==> config.mk <==
export PLATFORM = sky130hd
export DESIGN_NAME = ps2_keyboard_receiver
export DESIGN_NICKNAME = d
export VERILOG_FILES = /design/src/rtl/ps2_keyboard_receiver_pkg.sv /design/src/rtl/sync_fifo.sv /design/src/rtl/ps2_keyboard_receiver.sv
export SDC_FILE = /design/constraint.sdc
export NUM_CORES = 1
export LEC_CHECK = 0
export CORE_MARGIN = 8
export CORE_UTILIZATION = 54
export DETAILED_ROUTE_END_ITERATION = 7
export PLACE_DENSITY = 0.72
export SLEW_MARGIN = 20
export SYNTH_ARGS = -nofsm -noshare
export SYNTH_HDL_FRONTEND = slang
export SYNTH_SLANG_ARGS = --single-unit
==> constraint.sdc <==
create_clock -name Clock -period 1.65 [get_ports Clock]
set_input_delay 0.2475 -clock Clock [delete_from_list [all_inputs] [get_ports Clock]]
set_output_delay 0.2475 -clock Clock [all_outputs]
set_load 0.02 [all_outputs]
==> src/rtl/ps2_keyboard_receiver_pkg.sv <==
// rtl/ps2_keyboard_receiver_pkg.sv - shared PS/2 prefix codes, FSM states and key event layout
package ps2_keyboard_receiver_pkg;

    localparam logic [7:0] PS2_EXT   = 8'hE0;
    localparam logic [7:0] PS2_BREAK = 8'hF0;

    typedef enum logic [1:0] {
        ST_IDLE   = 2'd0,
        ST_DATA   = 2'd1,
        ST_PARITY = 2'd2,
        ST_STOP   = 2'd3
    } ps2_state_e;

    typedef struct packed {
        logic       ext;
        logic       brk;
        logic [7:0] code;
    } key_event_t;

endpackage

==> src/rtl/sync_fifo.sv <==
// rtl/sync_fifo.sv - first-word fall-through FIFO with occupancy count
module sync_fifo #(
    parameter int unsigned WIDTH = 10,
    parameter int unsigned DEPTH = 4
) (
    input  logic                     Clock,
    input  logic                     Reset,
    input  logic                     push,
    input  logic                     pop,
    input  logic [WIDTH-1:0]         din,
    output logic [WIDTH-1:0]         dout,
    output logic                     full,
    output logic                     empty,
    output logic [$clog2(DEPTH):0]   count
);

    localparam int unsigned AW = $clog2(DEPTH);

    logic [WIDTH-1:0] mem_q [DEPTH];
    logic [AW-1:0]    wr_ptr_q;
    logic [AW-1:0]    rd_ptr_q;
    logic [AW:0]      count_q;
    logic             do_push;
    logic             do_pop;

    assign full  = (count_q == (AW+1)'(DEPTH));
    assign empty = (count_q == '0);
    assign count = count_q;
    assign dout  = mem_q[rd_ptr_q];

    // A pop frees a slot in the same cycle, so push-while-full succeeds with a pop.
    assign do_pop  = pop && !empty;
    assign do_push = push && (!full || do_pop);

    always_ff @(posedge Clock) begin
        if (do_push) begin
            mem_q[wr_ptr_q] <= din;
        end
    end

    always_ff @(posedge Clock) begin
        if (!Reset) begin
            wr_ptr_q <= '0;
            rd_ptr_q <= '0;
            count_q  <= '0;
        end else begin
            if (do_push) begin
                wr_ptr_q <= wr_ptr_q + 1'b1;
            end
            if (do_pop) begin
                rd_ptr_q <= rd_ptr_q + 1'b1;
            end
            case ({do_push, do_pop})
                2'b10:   count_q <= count_q + 1'b1;
                2'b01:   count_q <= count_q - 1'b1;
                default: count_q <= count_q;
            endcase
        end
    end

endmodule

==> src/rtl/ps2_keyboard_receiver.sv <==
// rtl/ps2_keyboard_receiver.sv - PS/2 line filter, frame FSM, E0/F0 decoder and event FIFO
module ps2_keyboard_receiver
    import ps2_keyboard_receiver_pkg::*;
#(
    parameter int unsigned SYNC_STAGES    = 2,
    parameter int unsigned FILTER_LEN     = 8,
    parameter int unsigned TIMEOUT_CYCLES = 50000,
    parameter int unsigned FIFO_DEPTH     = 4,
    parameter int unsigned CNT_W          = 3
) (
    input  logic             Clock,
    input  logic             Reset,
    input  logic             iPS2_CLK,
    input  logic             iPS2_DATA,
    output logic [7:0]       oCode,
    output logic             oBreak,
    output logic             oExtended,
    output logic             oValid,
    input  logic             iReady,
    output logic [CNT_W-1:0] oCount,
    output logic             oParityError,
    output logic             oFrameError,
    output logic             oOverflow
);

    localparam int unsigned FLT_W = $clog2(FILTER_LEN + 1);
    localparam int unsigned TMO_W = $clog2(TIMEOUT_CYCLES + 1);

    logic [SYNC_STAGES-1:0] clk_sync_q;
    logic [SYNC_STAGES-1:0] data_sync_q;
    logic                   ps2_clk_s;
    logic                   ps2_data_s;

    always_ff @(posedge Clock) begin
        if (!Reset) begin
            clk_sync_q  <= '1;
            data_sync_q <= '1;
        end else begin
            clk_sync_q  <= {clk_sync_q[SYNC_STAGES-2:0], iPS2_CLK};
            data_sync_q <= {data_sync_q[SYNC_STAGES-2:0], iPS2_DATA};
        end
    end

    assign ps2_clk_s  = clk_sync_q[SYNC_STAGES-1];
    assign ps2_data_s = data_sync_q[SYNC_STAGES-1];

    logic             filt_q;
    logic [FLT_W-1:0] flt_cnt_q;
    logic             flip;
    logic             fall;

    // The filtered clock flips on the FILTER_LEN-th consecutive differing sample.
    assign flip = (ps2_clk_s != filt_q) && (flt_cnt_q == FLT_W'(FILTER_LEN - 1));
    assign fall = flip && filt_q;

    always_ff @(posedge Clock) begin
        if (!Reset) begin
            filt_q    <= 1'b1;
            flt_cnt_q <= '0;
        end else if (ps2_clk_s == filt_q) begin
            flt_cnt_q <= '0;
        end else if (flip) begin
            filt_q    <= ps2_clk_s;
            flt_cnt_q <= '0;
        end else begin
            flt_cnt_q <= flt_cnt_q + 1'b1;
        end
    end

    ps2_state_e       state_q;
    logic [2:0]       bit_cnt_q;
    logic [7:0]       shift_q;
    logic             parity_q;
    logic [TMO_W-1:0] tmo_q;
    logic             ext_q;
    logic             brk_q;
    logic             push_q;
    key_event_t       ev_q;
    logic             par_err_q;
    logic             frm_err_q;

    always_ff @(posedge Clock) begin
        if (!Reset) begin
            state_q   <= ST_IDLE;
            bit_cnt_q <= '0;
            shift_q   <= '0;
            parity_q  <= 1'b0;
            tmo_q     <= '0;
            ext_q     <= 1'b0;
            brk_q     <= 1'b0;
            push_q    <= 1'b0;
            ev_q      <= '0;
            par_err_q <= 1'b0;
            frm_err_q <= 1'b0;
        end else begin
            push_q    <= 1'b0;
            par_err_q <= 1'b0;
            frm_err_q <= 1'b0;
            if (fall) begin
                tmo_q <= '0;
                case (state_q)
                    ST_IDLE: begin
                        if (!ps2_data_s) begin
                            state_q   <= ST_DATA;
                            bit_cnt_q <= '0;
                        end
                    end
                    ST_DATA: begin
                        shift_q   <= {ps2_data_s, shift_q[7:1]};
                        bit_cnt_q <= bit_cnt_q + 1'b1;
                        if (bit_cnt_q == 3'd7) begin
                            state_q <= ST_PARITY;
                        end
                    end
                    ST_PARITY: begin
                        parity_q <= ps2_data_s;
                        state_q  <= ST_STOP;
                    end
                    ST_STOP: begin
                        state_q <= ST_IDLE;
                        if (!ps2_data_s) begin
                            frm_err_q <= 1'b1;
                        end else if ((^shift_q ^ parity_q) == 1'b0) begin
                            par_err_q <= 1'b1;
                        end else if (shift_q == PS2_EXT) begin
                            ext_q <= 1'b1;
                        end else if (shift_q == PS2_BREAK) begin
                            brk_q <= 1'b1;
                        end else begin
                            push_q <= 1'b1;
                            ev_q   <= '{ext: ext_q, brk: brk_q, code: shift_q};
                            ext_q  <= 1'b0;
                            brk_q  <= 1'b0;
                        end
                    end
                    default: state_q <= ST_IDLE;
                endcase
            end else if (state_q != ST_IDLE) begin
                if (tmo_q == TMO_W'(TIMEOUT_CYCLES - 1)) begin
                    state_q   <= ST_IDLE;
                    frm_err_q <= 1'b1;
                    tmo_q     <= '0;
                end else begin
                    tmo_q <= tmo_q + 1'b1;
                end
            end
        end
    end

    key_event_t       head;
    logic             fifo_full;
    logic             fifo_empty;
    logic             pop;
    logic [CNT_W-1:0] fifo_count;
    logic             ovf_q;

    assign pop = iReady && !fifo_empty;

    sync_fifo #(
        .WIDTH (10),
        .DEPTH (FIFO_DEPTH)
    ) u_fifo (
        .Clock (Clock),
        .Reset (Reset),
        .push  (push_q),
        .pop   (pop),
        .din   (ev_q),
        .dout  (head),
        .full  (fifo_full),
        .empty (fifo_empty),
        .count (fifo_count)
    );

    always_ff @(posedge Clock) begin
        if (!Reset) begin
            ovf_q <= 1'b0;
        end else begin
            ovf_q <= push_q && fifo_full && !pop;
        end
    end

    // Head is masked while empty so the outputs read 0 straight after reset.
    assign oCode        = fifo_empty ? 8'h00 : head.code;
    assign oBreak       = !fifo_empty && head.brk;
    assign oExtended    = !fifo_empty && head.ext;
    assign oValid       = !fifo_empty;
    assign oCount       = fifo_count;
    assign oParityError = par_err_q;
    assign oFrameError  = frm_err_q;
    assign oOverflow    = ovf_q;

endmodule

==> qor.txt <==
Setup crit end kind = output pin
Non-filler cells, final = 585
Clock network power share = 23.0%
Largest net degree at the start of global routing = 25
Failing checks = setup timing
Int Pwr = 4494 uW
Worst-Margin Slew = 368.6 ps
Post-synth top flop = dfxtp_1
Horiz. Die Dim = 108.4 um
Clock skew = 15.33 ps
Initial Util = 55.82%
Gr ovfl total = 0
Minimum clock period after layout = 1892 ps
Data required time of the worst path = 1400 ps
Reg2reg start = shift_q[7]
TritonCTS Sinks = 104
Max frequency = 0.5285 GHz
Nets@finish = 498
Initial antenna violation count = 0
Sw Pwr = 2185 uW
Final WS setup = -242.1 ps
TNS Setup = -3877 ps
Final setup fails = 25
Startpoint Class = flop
CTS tree = done
Worst setup path class = reg2out
Drt wl/cell = 14.65 um
Mapped Avg Cell Area = 11.61 um^2
Die Span Y = 108.4 um
# rows = 33
Outcome = finished with violations
LEAKAGE = 0.002148 uW
Clock root buffer = clkbuf_8
Critical-path maximum fanout = 10
Number of global-route vias before repair = 3,212
Area of the die = 0.01175 mm^2
CP max-delay cell = mux4_2
Routed vias/inst = 5.376
Yosys warns = 0
VDD IR max = 585.4 uV
Logic pwr share = 34.4%
Tot GR Track Use = 15.08%
Routability cong. = 0.8181
Final hold violation count = 0
Inst Count DP = 559
Max Cap Viol = 0
Post-synth ARST share = 0%
Drt initial violations = 111
Sequential area share after synthesis = 53.85%
Core area = 0.008258 mm^2
Min-Delay Path Class = reg2reg
DP Area = 0.005318 mm^2
Fin. max-slew vios = 0
Detailed Place HPWL = 5.970 mm
Hold Buf Count CTS = 0
First-pass GRT wire length = 14.46 mm
Synthesized cell area = 0.004609 mm^2
CTS Buf Count = 9
Clk buf depth = 2
RSZ-0062 raised after global routing = yes
Ratio of cells with drive above 1 in the final layout = 32.92%
Final Cycle Share = 114.7%
CP peak stage delay = 500 ps
H-tree level count = 3
Critical-path cell list = buf_12 > mux4_2 > nor2b_1 > buf_2
Final instance area = 0.005789 mm^2
Syn_nets = 420
Area Growth Syn to Fin = 25.60%
Sw frac = 32.71%
Port Buffers = 21
Headroom to the max-slew limit = 75.22%
I/O pin count = 22
ANT nets after route = 0
Place WS = -394.0 ps
Worst EP arrival = 1640 ps
PwrDens = 1154 mW/mm^2
Post-synth EDFFs = 40
Via count = 3,145
Yosys reg bits = 104
Clock Pin Slew Worst Setup and Hold Paths = 110 ps
HP Start = clk_sync_q[0]
Post-Synthesis Cells = 397
DRC errors left = 0
N_diodes = 0
Final wirelength = 8.571 mm
Yosys cell types = 56
Clk_lat worst skew = 370 ps
1st-pass router iterations = 4
Sequential share of power = 42.7%
==> logic make-up (layout without fill, tap and decap cells) <==
group,Yosys count,after routing,share of synthesized area (%)
XOR/XNOR,19,19,4.072
adder cells (fa/ha/maj),18,18,5.049
AND/OR/NAND/NOR,151,151,18.19
buffers and inverters,35,118,3.583
multiplexers,31,31,9.446
flip-flops,104,104,53.85
AO/OA/AOI/OAI,39,39,5.809
==> state kept, by name, indices dropped and copies added, names as in the netlist, named ones only <==
signal and flops:
flt_cnt_q 4, shift_q 8, u_fifo.count 3, parity_q 1, tmo_q 16, ext_q 1, u_fifo.mem_q 40, bit_cnt_q 3
u_fifo.rd_ptr_q 2, filt_q 1, oOverflow 1, state_q 2, brk_q 1, oFrameError 1, oParityError 1, u_fifo.wr_ptr_q 2
ev_q 10, data_sync_q 2, clk_sync_q 2, push_q 1
==> what timing repair did <==
| item | 4_1_cts | 5_1_grt |
|---|---|---|
| setup buffers | 8 | 2 |
| pin swaps | 16 | 19 |
| gates resized for setup | 74 | 40 |
| gates cloned | 1 | 0 |
| endpoints found under the setup margin | 57 | 94 |
==> power by group through the flow <==
stage | combinational, uW | sequential, uW | clock [uW]
final | 2300 | 2850 | 1530
after global routing | 2490 | 2860 | 1660
after CTS | 2240 | 2830 | 1580
after detailed placement | 2330 | 2880 | 0
after global placement | 2290 | 2880 | 0
after floorplan | 1280 | 2900 | 0
==> cells in the mapped netlist (3+ instances only) <==
cell type	n	area (um^2)
nand4_1	9	56.30
nand2_1	30	112.6
a21oi_1	11	55.05
or4_1	3	22.52
xnor2_1	4	35.03
a211oi_1	3	22.52
inv_1	16	60.06
and3_1	10	62.56
nand3_1	15	75.07
o31ai_1	3	22.52
o21a_1	5	37.54
buf_6	3	33.78
mux2i_1	21	210.2
nor3_1	6	30.03
ha_1	17	212.7
mux4_2	10	225.2
edfxtp_1	40	1201
clkbuf_1	9	33.78
buf_2	3	15.01
nor2b_1	13	81.33
nor2_1	30	112.6
xor2_1	13	113.9
nand2b_1	12	75.07
o21ai_0	5	25.02
dfxtp_1	64	1281
==> worst max-delay path: cells and delay by family (launching register included) <==
| kind | cells | cell delay (ps) |
|---|---|---|
| AND/OR/NAND/NOR | 1 | 140 |
| flip-flops | 1 | 350 |
| multiplexers | 1 | 500 |
| buffers and inverters | 2 | 290 |
==> per-stage QoR <==
step | power [uW] | hold slack, ps | util [%]
after floorplan | 4177 | 349.0 | -
after global placement | 5174 | 395.7 | 64.39
after detailed placement | 5210 | 400.1 | 64.39
after CTS | 6648 | 417.3 | 68.27
after global routing | 7008 | 421.4 | 70.11
final | 6679 | 425.5 | 70.11
==> layer usage <==
| metal | GRT usage [%] | up-vias | part of all wire [%] |
|---|---|---|---|
| met1 | 18.07 | 1500 | 45 |
| li1 | - | 1584 | - |
| met4 | 6.452 | 0 | 1.5 |
| met5 | 0 | - | 0 |
| met3 | 2.558 | 11 | 2.8 |
| met2 | 26.11 | 50 | 51 |
==> layout make-up <==
type | count | area [um^2]
Sequential cell | 104 | 2507
Timing Repair Buffer | 86 | 737.0
Inverter | 16 | 60.06
Multi-Input combinational cell | 258 | 2161
Fill cell | 630 | 2469
Tap cell | 105 | 131.4
Clock inverter | 7 | 68.82
Clock buffer | 9 | 123.9
==> layout by cell type (no fill, tap or decap), types with 3 or more instances in the layout <==
master	n
inv_1	14
xor2_1	12
and3_1	5
ha_1	13
dfxtp_2	11
inv_8	3
clkbuf_8	9
nor2b_1	12
mux2i_1	21
nor2_1	30
nor3_1	4
edfxtp_1	40
buf_4	56
nand4_1	9
o21a_1	5
dfxtp_4	3
nand2b_1	11
buf_2	7
dfxtp_1	50
mux4_2	10
a211oi_2	3
xnor2_1	4
o21ai_0	3
clkdlybuf4s50_1	7
buf_6	9
nand3_1	14
nand2_1	30
and3_2	5
ha_4	4
buf_12	4
a21oi_1	9
==> final timing paths <==
kind | end | slack [ps] | depth (start not counted)
max | oCode[0] | -240 | 4
min | clk_sync_q[1] | 430 | 1
max reg2reg | ev_q[9] | -160 | 6
min reg2reg | clk_sync_q[1] | 430 | 1
(Power assumes the default switching activity.)
